[src/rtl/handshake_sender_if.sv]
// handshake_sender_if
//   Producer-side write port and peripheral-side send/ack handshake of
//   handshake_sender, grouped in one bundle.
//   master : the sender itself (takes wr_en/wr_data/ack/clr_err,
//            drives full/count/send/dataP/busy/done/timeout_err).
//   slave  : the environment around the sender (producer + peripheral).
interface handshake_sender_if #(
    parameter int WIDTH = 16,
    parameter int DEPTH = 4
);
    localparam int CW = $clog2(DEPTH) + 1;

    logic             wr_en;
    logic [WIDTH-1:0] wr_data;
    logic             full;
    logic [CW-1:0]    count;
    logic             send;
    logic [WIDTH-1:0] dataP;
    logic             ack;
    logic             busy;
    logic             done;
    logic             timeout_err;
    logic             clr_err;

    modport master (
        input  wr_en, wr_data, ack, clr_err,
        output full, count, send, dataP, busy, done, timeout_err
    );

    modport slave (
        output wr_en, wr_data, ack, clr_err,
        input  full, count, send, dataP, busy, done, timeout_err
    );
endinterface

[src/rtl/handshake_sender.sv]
// handshake_sender
//   Buffers producer words in a DEPTH-entry FIFO and hands them one at a
//   time to a peripheral over a four-phase send/ack handshake. A transfer
//   whose ack does not arrive within TIMEOUT cycles is dropped and the
//   sticky timeout_err flag is raised (TIMEOUT = 0 waits forever).
//   clk : rising-edge clock
//   rst : asynchronous active-high reset
//   bus : handshake_sender_if.master
//         wr_en/wr_data -> FIFO write, full/count -> FIFO status,
//         send/dataP -> peripheral request/data, ack <- peripheral outack,
//         busy/done/timeout_err -> status, clr_err -> clears timeout_err
module handshake_sender #(
    parameter int WIDTH   = 16,
    parameter int DEPTH   = 4,
    parameter int TIMEOUT = 255
) (
    input  logic                 clk,
    input  logic                 rst,
    handshake_sender_if.master   bus
);
    localparam int AW = $clog2(DEPTH);
    localparam int CW = AW + 1;
    localparam int TW = (TIMEOUT > 0) ? $clog2(TIMEOUT + 1) : 1;

    typedef enum logic [1:0] {IDLE, SEND, RELEASE} state_t;

    state_t           state;
    logic [WIDTH-1:0] mem [DEPTH];
    logic [AW-1:0]    wr_ptr;
    logic [AW-1:0]    rd_ptr;
    logic [CW-1:0]    count;
    logic [TW-1:0]    timer;
    logic             send_q;
    logic             done_q;
    logic             err_q;
    logic [WIDTH-1:0] data_q;
    logic             full;
    logic             push;
    logic             pop;

    assign full = (count == CW'(DEPTH));
    // A write while full is refused even if the FSM pops on the same edge.
    assign push = bus.wr_en && !full;
    assign pop  = (state == IDLE) && (count != '0);

    always_ff @(posedge clk) begin
        if (push) begin
            mem[wr_ptr] <= bus.wr_data;
        end
    end

    always_ff @(posedge clk or posedge rst) begin
        if (rst) begin
            wr_ptr <= '0;
            rd_ptr <= '0;
            count  <= '0;
        end else begin
            if (push) begin
                wr_ptr <= wr_ptr + 1'b1;
            end
            if (pop) begin
                rd_ptr <= rd_ptr + 1'b1;
            end
            case ({push, pop})
                2'b10:   count <= count + 1'b1;
                2'b01:   count <= count - 1'b1;
                default: count <= count;
            endcase
        end
    end

    always_ff @(posedge clk or posedge rst) begin
        if (rst) begin
            state  <= IDLE;
            send_q <= 1'b0;
            done_q <= 1'b0;
            err_q  <= 1'b0;
            data_q <= '0;
            timer  <= '0;
        end else begin
            done_q <= 1'b0;
            if (bus.clr_err) begin
                err_q <= 1'b0;
            end
            case (state)
                IDLE: begin
                    if (pop) begin
                        data_q <= mem[rd_ptr];
                        send_q <= 1'b1;
                        timer  <= '0;
                        state  <= SEND;
                    end
                end
                SEND: begin
                    if (bus.ack) begin
                        send_q <= 1'b0;
                        done_q <= 1'b1;
                        state  <= RELEASE;
                    end else if (TIMEOUT != 0 && timer == TW'(TIMEOUT - 1)) begin
                        // This ack-less edge would bring the timer to TIMEOUT:
                        // send has been high for TIMEOUT cycles, drop the word.
                        // Written after the clear so a same-edge set wins.
                        err_q  <= 1'b1;
                        send_q <= 1'b0;
                        state  <= RELEASE;
                    end else if (timer != '1) begin
                        timer <= timer + 1'b1;
                    end
                end
                RELEASE: begin
                    if (!bus.ack) begin
                        state <= IDLE;
                    end
                end
                default: state <= IDLE;
            endcase
        end
    end

    assign bus.full        = full;
    assign bus.count       = count;
    assign bus.send        = send_q;
    assign bus.dataP       = data_q;
    assign bus.busy        = (state != IDLE);
    assign bus.done        = done_q;
    assign bus.timeout_err = err_q;
endmodule
[src/flat_wrapper.sv]
// flat-port wrapper written by rule: the top's interface ports become plain ports
module handshake_sender_flat 
#(
    parameter int WIDTH   = 16,
    parameter int DEPTH   = 4,
    parameter int TIMEOUT = 255
)
  (clk, rst, bus_wr_en, bus_wr_data, bus_ack, bus_clr_err, bus_full, bus_count, bus_send, bus_dataP, bus_busy, bus_done, bus_timeout_err);
  handshake_sender_if #(.WIDTH(WIDTH), .DEPTH(DEPTH)) bus_i ();
  input  logic clk;
  input  logic rst;
  input wire logic [$bits(bus_i.wr_en)-1:0] bus_wr_en;
  input wire logic [$bits(bus_i.wr_data)-1:0] bus_wr_data;
  input wire logic [$bits(bus_i.ack)-1:0] bus_ack;
  input wire logic [$bits(bus_i.clr_err)-1:0] bus_clr_err;
  output wire logic [$bits(bus_i.full)-1:0] bus_full;
  output wire logic [$bits(bus_i.count)-1:0] bus_count;
  output wire logic [$bits(bus_i.send)-1:0] bus_send;
  output wire logic [$bits(bus_i.dataP)-1:0] bus_dataP;
  output wire logic [$bits(bus_i.busy)-1:0] bus_busy;
  output wire logic [$bits(bus_i.done)-1:0] bus_done;
  output wire logic [$bits(bus_i.timeout_err)-1:0] bus_timeout_err;
  assign bus_i.wr_en = bus_wr_en;
  assign bus_i.wr_data = bus_wr_data;
  assign bus_i.ack = bus_ack;
  assign bus_i.clr_err = bus_clr_err;
  assign bus_full = bus_i.full;
  assign bus_count = bus_i.count;
  assign bus_send = bus_i.send;
  assign bus_dataP = bus_i.dataP;
  assign bus_busy = bus_i.busy;
  assign bus_done = bus_i.done;
  assign bus_timeout_err = bus_i.timeout_err;
  handshake_sender #(.WIDTH(WIDTH), .DEPTH(DEPTH), .TIMEOUT(TIMEOUT)) u_core (.clk(clk), .rst(rst), .bus(bus_i));
endmodule
[config.mk]
export PLATFORM = sky130hd
export DESIGN_NAME = handshake_sender_flat
export DESIGN_NICKNAME = d
export VERILOG_FILES = /design/src/rtl/handshake_sender_if.sv /design/src/rtl/handshake_sender.sv /design/src/flat_wrapper.sv
export SDC_FILE = /design/constraint.sdc
export NUM_CORES = 1
export LEC_CHECK = 0
export ABC_AREA = 1
export ABC_CLOCK_PERIOD_IN_PS = 4500
export CORE_ASPECT_RATIO = 0.8
export CORE_MARGIN = 3
export CORE_UTILIZATION = 24
export CTS_CLUSTER_SIZE = 40
export DETAILED_ROUTE_END_ITERATION = 6
export PLACE_DENSITY = 0.38
export SLEW_MARGIN = 20
export SYNTH_ARGS = -nofsm -noshare
export SYNTH_HDL_FRONTEND = slang
export SYNTH_SLANG_ARGS = --single-unit
[constraint.sdc]
create_clock -name clk -period 4.5 [get_ports clk]
set_clock_uncertainty 0.05 [all_clocks]
set_input_delay 0.45 -clock clk [delete_from_list [all_inputs] [get_ports clk]]
set_output_delay 0.45 -clock clk [all_outputs]
set_load 0.05 [all_outputs]
* Yosys cells after proc, flatten, opt, wreduce, memory -nomap -nowiden
Memories as Yosys holds them, arrays and structs flattened. A register that Yosys moved wholly into a read port is not among the register bits.
Index checks and enable logic that the tools add are counted.
** Storage, ports and cells
- Register bits after elaboration :: 20
- RAM bits :: 64
- Input bits :: 21
- Output and inout bits :: 24
- Word-level logic and storage cells :: 62
- Memories kept :: 1
** Cells by class
- $add $sub $neg :: 5
- Eq/ne operators :: 13
- Muxes and demuxes :: 23
- Reductions and logical operators :: 12
** Memory list
- u_core.mem :: words 4, bits a word 16, rd ports 1, clocked after Yosys merged registers in 1, wr ports 1, RTL line handshake_sender.sv:28 : logic [WIDTH-1:0] mem [DEPTH];
** Operator list (number)
- 8-bit two-way mux :: 4
- 8-bit case mux with 2 select lines :: 1
- 1-bit two-way mux :: 11
- 8-bit by 1-bit adder with 8-bit output, second input constant :: 1
- 8-bit == test, second input constant :: 1
- 2-bit two-way mux :: 4
- 8-bit inequality test, second input constant :: 1
- 2-bit inequality test, second input constant :: 3
- 2-bit case mux with 3 select lines :: 1
- 3-bit case mux with 2 select lines :: 1
- 3-bit AND reduction :: 2
- 2-bit nonzero test :: 3
- 5-bit AND reduction :: 1
- 2-bit by 1-bit adder with 2-bit output, second input constant :: 2
- 2-bit by 1-bit == test with 1-bit output, second input constant :: 2
- 2-bit == test, second input constant :: 2
- 2-bit by 1-bit inequality test with 1-bit output, second input constant :: 2
- 3-bit by 1-bit adder with 3-bit output, second input constant :: 1
- 3-bit == test, second input constant :: 1
- 3-bit by 2-bit inequality test with 1-bit output, second input constant :: 1
- 3-bit nonzero test :: 1
- 3-bit by 1-bit subtractor with 3-bit output, second input constant :: 1
- 1-bit logical AND :: 2
- 2-bit zero test :: 1
- 3 further kinds :: 3

* Depth between registers and ports, before layout
- Word-level depth :: 5
- Gate-level depth with buffers :: 11
- Gate-level depth less buffers :: 10

* Worst setup path before layout
Ideal clock, no wire load.
- Path kind :: register to register
- From :: reg u_core.count[0] (netlist: u_core.bus.count[0])
- To :: reg u_core.count[2] (netlist: u_core.bus.count[2])
- Library setup time :: 0.131 ns
- Arrival time :: 2.180 ns
- Data required time :: 4.319 ns
- Setup slack :: 2.139 ns
- Cell stages (with the launch flop) :: 12
- Buffers on the path :: 1
- Clock period less this slack :: 2.361 ns
- Cells stage by stage :: dfrtp_1 > nor2_1 > nand2_1 > nand2_1 > inv_2 > buf_2 > ha_1 > inv_1 > fa_1 > a21oi_1 > o21ai_0 > xor2_1
** Between the ends
- Elaborated cells between the ends (all ways) :: 11
- Classes of those cells :: 2 x add/sub; 3 x eq/ne; 1 x mux; 5 x reduce/logical
** RTL lines
- start: declaration :: RTL line handshake_sender.sv:31 : logic [CW-1:0] count;
- start signal: assignment :: RTL line handshake_sender.sv:65 : 2'b10: count <= count + 1'b1;
- start signal: assignment :: RTL line handshake_sender.sv:66 : 2'b01: count <= count - 1'b1;
- start signal: assignment :: RTL line handshake_sender.sv:67 : default: count <= count;
- 3-bit nonzero test (*) :: RTL line handshake_sender.sv:44 : assign pop = (state == IDLE) && (count != '0);
- 1-bit logical AND (*) :: RTL line handshake_sender.sv:44
- named net u_core.pop :: RTL line handshake_sender.sv:39 : logic pop;
- 2-bit by 1-bit == test with 1-bit output or 2-bit == test (tied branches) :: RTL line handshake_sender.sv:64 : case ({push, pop})
- 3-bit case mux with 2 select lines or 2-bit nonzero test (tied branches)
The timed path passes the listed nets; every way through them passes the cells marked *.
A chain may end at the register's enable or synchronous reset.

* Worst setup path in the final report
- From :: reg u_core.state[1]
- To :: reg u_core.count[2] (netlist: u_core.bus.count[2])
** Between the ends
- Longest elaborated chain between the ends :: 4
- Elaborated cells between the ends (all ways) :: 6
- Classes of those cells :: 2 x eq/ne; 1 x mux; 3 x reduce/logical
** Ends and longest elaborated chain
- start: declaration :: RTL line handshake_sender.sv:27 : state_t state;
- start signal: assignment :: RTL line handshake_sender.sv:74 : state <= IDLE;
- start signal: assignment :: RTL line handshake_sender.sv:91 : state <= SEND;
- start signal: assignment :: RTL line handshake_sender.sv:98 : state <= RELEASE;
- 2-bit zero test (*) :: RTL line handshake_sender.sv:44
- 1-bit logical AND (*) :: RTL line handshake_sender.sv:44
- 2-bit by 1-bit == test with 1-bit output or 2-bit == test (tied branches) :: RTL line handshake_sender.sv:64
- 3-bit case mux with 2 select lines or 2-bit nonzero test (tied branches)
Every way passes the cells marked *; elsewhere a longest branch is shown, timed or not.

==> tab_implementation.tex <==
\begin{tabular}{lr}
\hline
Metric & Value \\
\hline
\multicolumn{2}{l}{\textbf{Global routing}} \\
Total routing usage reported by global routing & slightly above 10\% \\
Antenna violations before repair & 0 \\
Residual overflow from global routing & 0 \\
Number of global-route vias before repair & approximately 2.6k \\
Wire length of the first global-routing pass & approximately 15 mm \\
Maximum number of pins on one net before global-route repair & 37 \\
\multicolumn{2}{l}{\textbf{Synthesis}} \\
Synthesized area per cell & roughly 11 um\^{}2 \\
Seq/Total Area, Yosys & roughly two thirds \\
Count leader, synth & nor2\_1 \\
Yosys synthesis warning count & 0 \\
Number of enable flip-flop cells after synthesis & 64 \\
Synthesized flop and latch total & 100 \\
Share of flip-flops with an asynchronous set or reset & around 36\% \\
Post-Synthesis Cells & around 370 \\
Post-synthesis instance area & around 4100 um\^{}2 \\
Synth Net Count & around 400 \\
Cell taking the most area after synthesis & edfxtp\_1 \\
Commonest register cell after synthesis & edfxtp\_1 \\
Distinct cell type count of the synthesized netlist & 26 \\
Portion of synthesized cell area occupied by the leading cell type & 46.5\% \\
Cell types with the highest counts after synthesis & nor2\_1, edfxtp\_1, nand2\_1 \\
Cell types with the largest area share after synthesis & edfxtp\_1, dfrtp\_1, nor2\_1 \\
\multicolumn{2}{l}{\textbf{Timing}} \\
Share of the clock period used by the worst path after layout & 55.1\% \\
Setup-failing EPs final & 0 \\
Total negative slack & 0 ns \\
Total count of hold-check failures in the final report & 0 \\
Final count of pins violating max slew & 0 \\
Smallest setup slack after layout & between 2 and 2.5 ns \\
Worst hold slack after final layout & between 0.4 and 0.5 ns \\
Fmax achieved & between 0.4 and 0.5 GHz \\
Transition time at the pin with the least slew margin & approximately 0.82 ns \\
Setup repair after global routing missed its margin & false \\
Relative max-transition margin & a little under half \\
Minimum clock period & 2.48 ns \\
\multicolumn{2}{l}{\textbf{Clocking}} \\
CTS tree & yes \\
Skew-Pair Late Insertion Delay & about 0.34 ns \\
Hold Buf Count CTS & 0 \\
Number of clock buffers inserted by TritonCTS & 9 \\
Total setup buffers inserted after CTS & 0 \\
CTS-repair resized insts & 0 \\
Clk Tree Root Cell & clkbuf\_16 \\
H-tree levels & 3 \\
Count of clock tree sinks & 100 \\
Clock slew at reported path FFs & about 0.070 ns \\
Number of buffers on the longest clock path & 2 \\
\multicolumn{2}{l}{\textbf{Placement}} \\
Post-Place Setup Slack & approximately 2.0 ns \\
Final estimated routing congestion in global placement & a little under 0.8 \\
Total of buffers placed on input and output ports & between 40 and 50 \\
Post-DP HPWL & $\sim$5.6 mm \\
\multicolumn{2}{l}{\textbf{Power}} \\
Power density cells & 714 nW/um\^{}2 \\
Static leakage power & approximately 1.9 nW \\
Worst IR drop on VDD & 0.000251 V \\
\multicolumn{2}{l}{\textbf{Die}} \\
Number of primary I/O pins & between 40 and 50 \\
Die width & about 150 um \\
Core ar. & around 17000 um\^{}2 \\
Initial cell density of the core & between 20 and 25\% \\
Vertical extent of the die & around 120 um \\
FP Rows & 42 \\
Die Area & $\sim$19000 um\^{}2 \\
\multicolumn{2}{l}{\textbf{Worst setup path}} \\
Source of the worst register-to-register timing path & u\_core.state[1]\$\_DFFE\_PP0P\_ \\
Category of the worst setup path launch point & flop \\
Critical Path End Type & flop \\
Top delay family on crit path & adder cells \\
Cells along the critical path & nor2\_2, nand2\_1, inv\_2, ha\_1, inv\_1, fa\_1, a21oi\_1, o21ai\_0, xor2\_1 \\
WP buf/inv & 2 \\
Required time at the endpoint of the critical path & around 4.7 ns \\
WP data arrival & 2.65 ns \\
Slowest-stage cell, CP & inv\_2 \\
Type of the setup path with the least slack & reg -> reg \\
Largest stage delay on the critical path & approximately 0.47 ns \\
Largest fanout on the critical path & 34 \\
Timing startpoint of the critical path & u\_core.state[1]\$\_DFFE\_PP0P\_ \\
\multicolumn{2}{l}{\textbf{Layout}} \\
Combined area of the multi-input logic cells & 1130 um\^{}2 \\
Share of post-route cells with drive strength above 1 & 8.25\% \\
Area occupied by registers & $\sim$2800 um\^{}2 \\
Fin nets & between 400 and 500 \\
Area growth from synthesis to layout & 23.8\% \\
Antenna diode count & 0 \\
Filler Cells Inserted & 1726 \\
\multicolumn{2}{l}{\textbf{Drt}} \\
Number of DRC markers after the initial detailed-route iteration & 162 \\
Total wire length & $\sim$9.0 mm \\
Post-DR wirelength/cell & between 10 and 15 um \\
Ratio of routed vias to standard cells & between 4 and 5 \\
Antenna Violating Nets Remaining & 0 \\
DR vias & roughly 2.7k \\
Post-route DRC & 0 \\
Detailed-router iteration count before antenna repair & 4 \\
\multicolumn{2}{l}{\textbf{Run status}} \\
Status & complete, no violations \\
\multicolumn{2}{l}{\textbf{Run}} \\
Maximum Capacitance Violations & 0 \\
\multicolumn{2}{l}{\textbf{Hold path}} \\
Hold wc startpoint & u\_core.bus.count[0]\$\_DFFE\_PP0P\_ \\
Worst hold path class & reg -> reg \\
\hline
\end{tabular}
## sequential cells by signal (all words and copies together), names as in the netlist
| signal | cells |
|---|---|
| u_core.mem | 64 |
| u_core.bus.dataP | 16 |
| u_core.timer | 8 |
| u_core.bus.count | 3 |
| u_core.rd_ptr | 2 |
| u_core.state | 2 |
| u_core.wr_ptr | 2 |
| u_core.bus.done | 1 |
| u_core.bus.send | 1 |
| u_core.bus.timeout_err | 1 |
## final cells by class
| class | count | share of cell area, % |
|---|---|---|
| Clock buffer | 9 | 4.40 |
| Clock inverter | 7 | 1.42 |
| Inverter | 28 | 2.05 |
| Multi-Input combinational cell | 230 | 22.1 |
| Sequential cell | 100 | 55.2 |
| Tap cell | 220 | 5.38 |
| Timing Repair Buffer | 50 | 9.49 |
## logic make-up after synthesis
kind of cell	share of synthesized area, %
xor+xnor	1.06
compound gates	8.33
buf+inv	4.33
fa+ha+maj	2.60
simple gates	15.4
flops	68.3
## per-stage QoR
stage / power (mW) / utilization [%] / area [um^2] / std cells
finish: 3.65 / 30.6 / 5120 / 644
global route: 3.91 / 30.6 / 5120 / 644
CTS: 3.72 / 30.6 / 5120 / 644
detailed placement: 2.93 / 28.8 / 4820 / 628
global placement: 2.92 / 28.8 / 4820 / 628
floorplan: 2.45 / - / 4130 / 372
## per-layer routing
metal / wire [um] / track usage, % / up-vias
met3: 380 / 3.08 / 10
met4: 110 / 2.84 / 0
met1: 4370 / 12.8 / 1257
met5: 0 / 0 / -
li1: - / - / 1340
met2: 4150 / 16.7 / 45
## where the power goes
part / switching, mW / internal, mW
logic: 1.01 / 0.465
registers: 0.151 / 1.24
clock network: 0.346 / 0.435
total: 1.51 / 2.14
## path summary, 6_finish.rpt
check                                                  end  slack (ns)  depth (start not counted)
setup / recovery           u_core.bus.count[2]$_DFFE_PP0P_        2.02                          9
hold / removal             u_core.bus.count[0]$_DFFE_PP0P_        0.48                          1
min in group asynchronous  u_core.bus.dataP[0]$_DFFE_PP0P_        0.49                          3
max in group asynchronous      u_core.state[0]$_DFFE_PP0P_        3.55                          3
hold reg to reg            u_core.bus.count[0]$_DFFE_PP0P_        0.48                          1
setup reg to reg           u_core.bus.count[2]$_DFFE_PP0P_        2.02                          9
## cell usage in the layout, fill, tap and decap left out
cell type and count:
clkinv_1 1, xnor2_1 1, clkdlybuf4s50_1 44, dfrtp_1 36, buf_4 6, nand2_1 38
or2_2 2, edfxtp_1 64, nand3_1 13, fa_1 1, xor2_1 4, o22ai_1 1
inv_2 4, a31oi_1 16, nor2_4 1, nor2_1 96, bufinv_16 1, clkbuf_16 9
inv_1 24, inv_6 2, nor2_2 2, clkinv_2 2, o21bai_1 2, nand3_2 3
a21oi_1 2, inv_8 1, o21ai_2 2, o21ai_1 6, o21ai_0 33, ha_1 7
No activity file was read; power rests on OpenSTA's default activity.
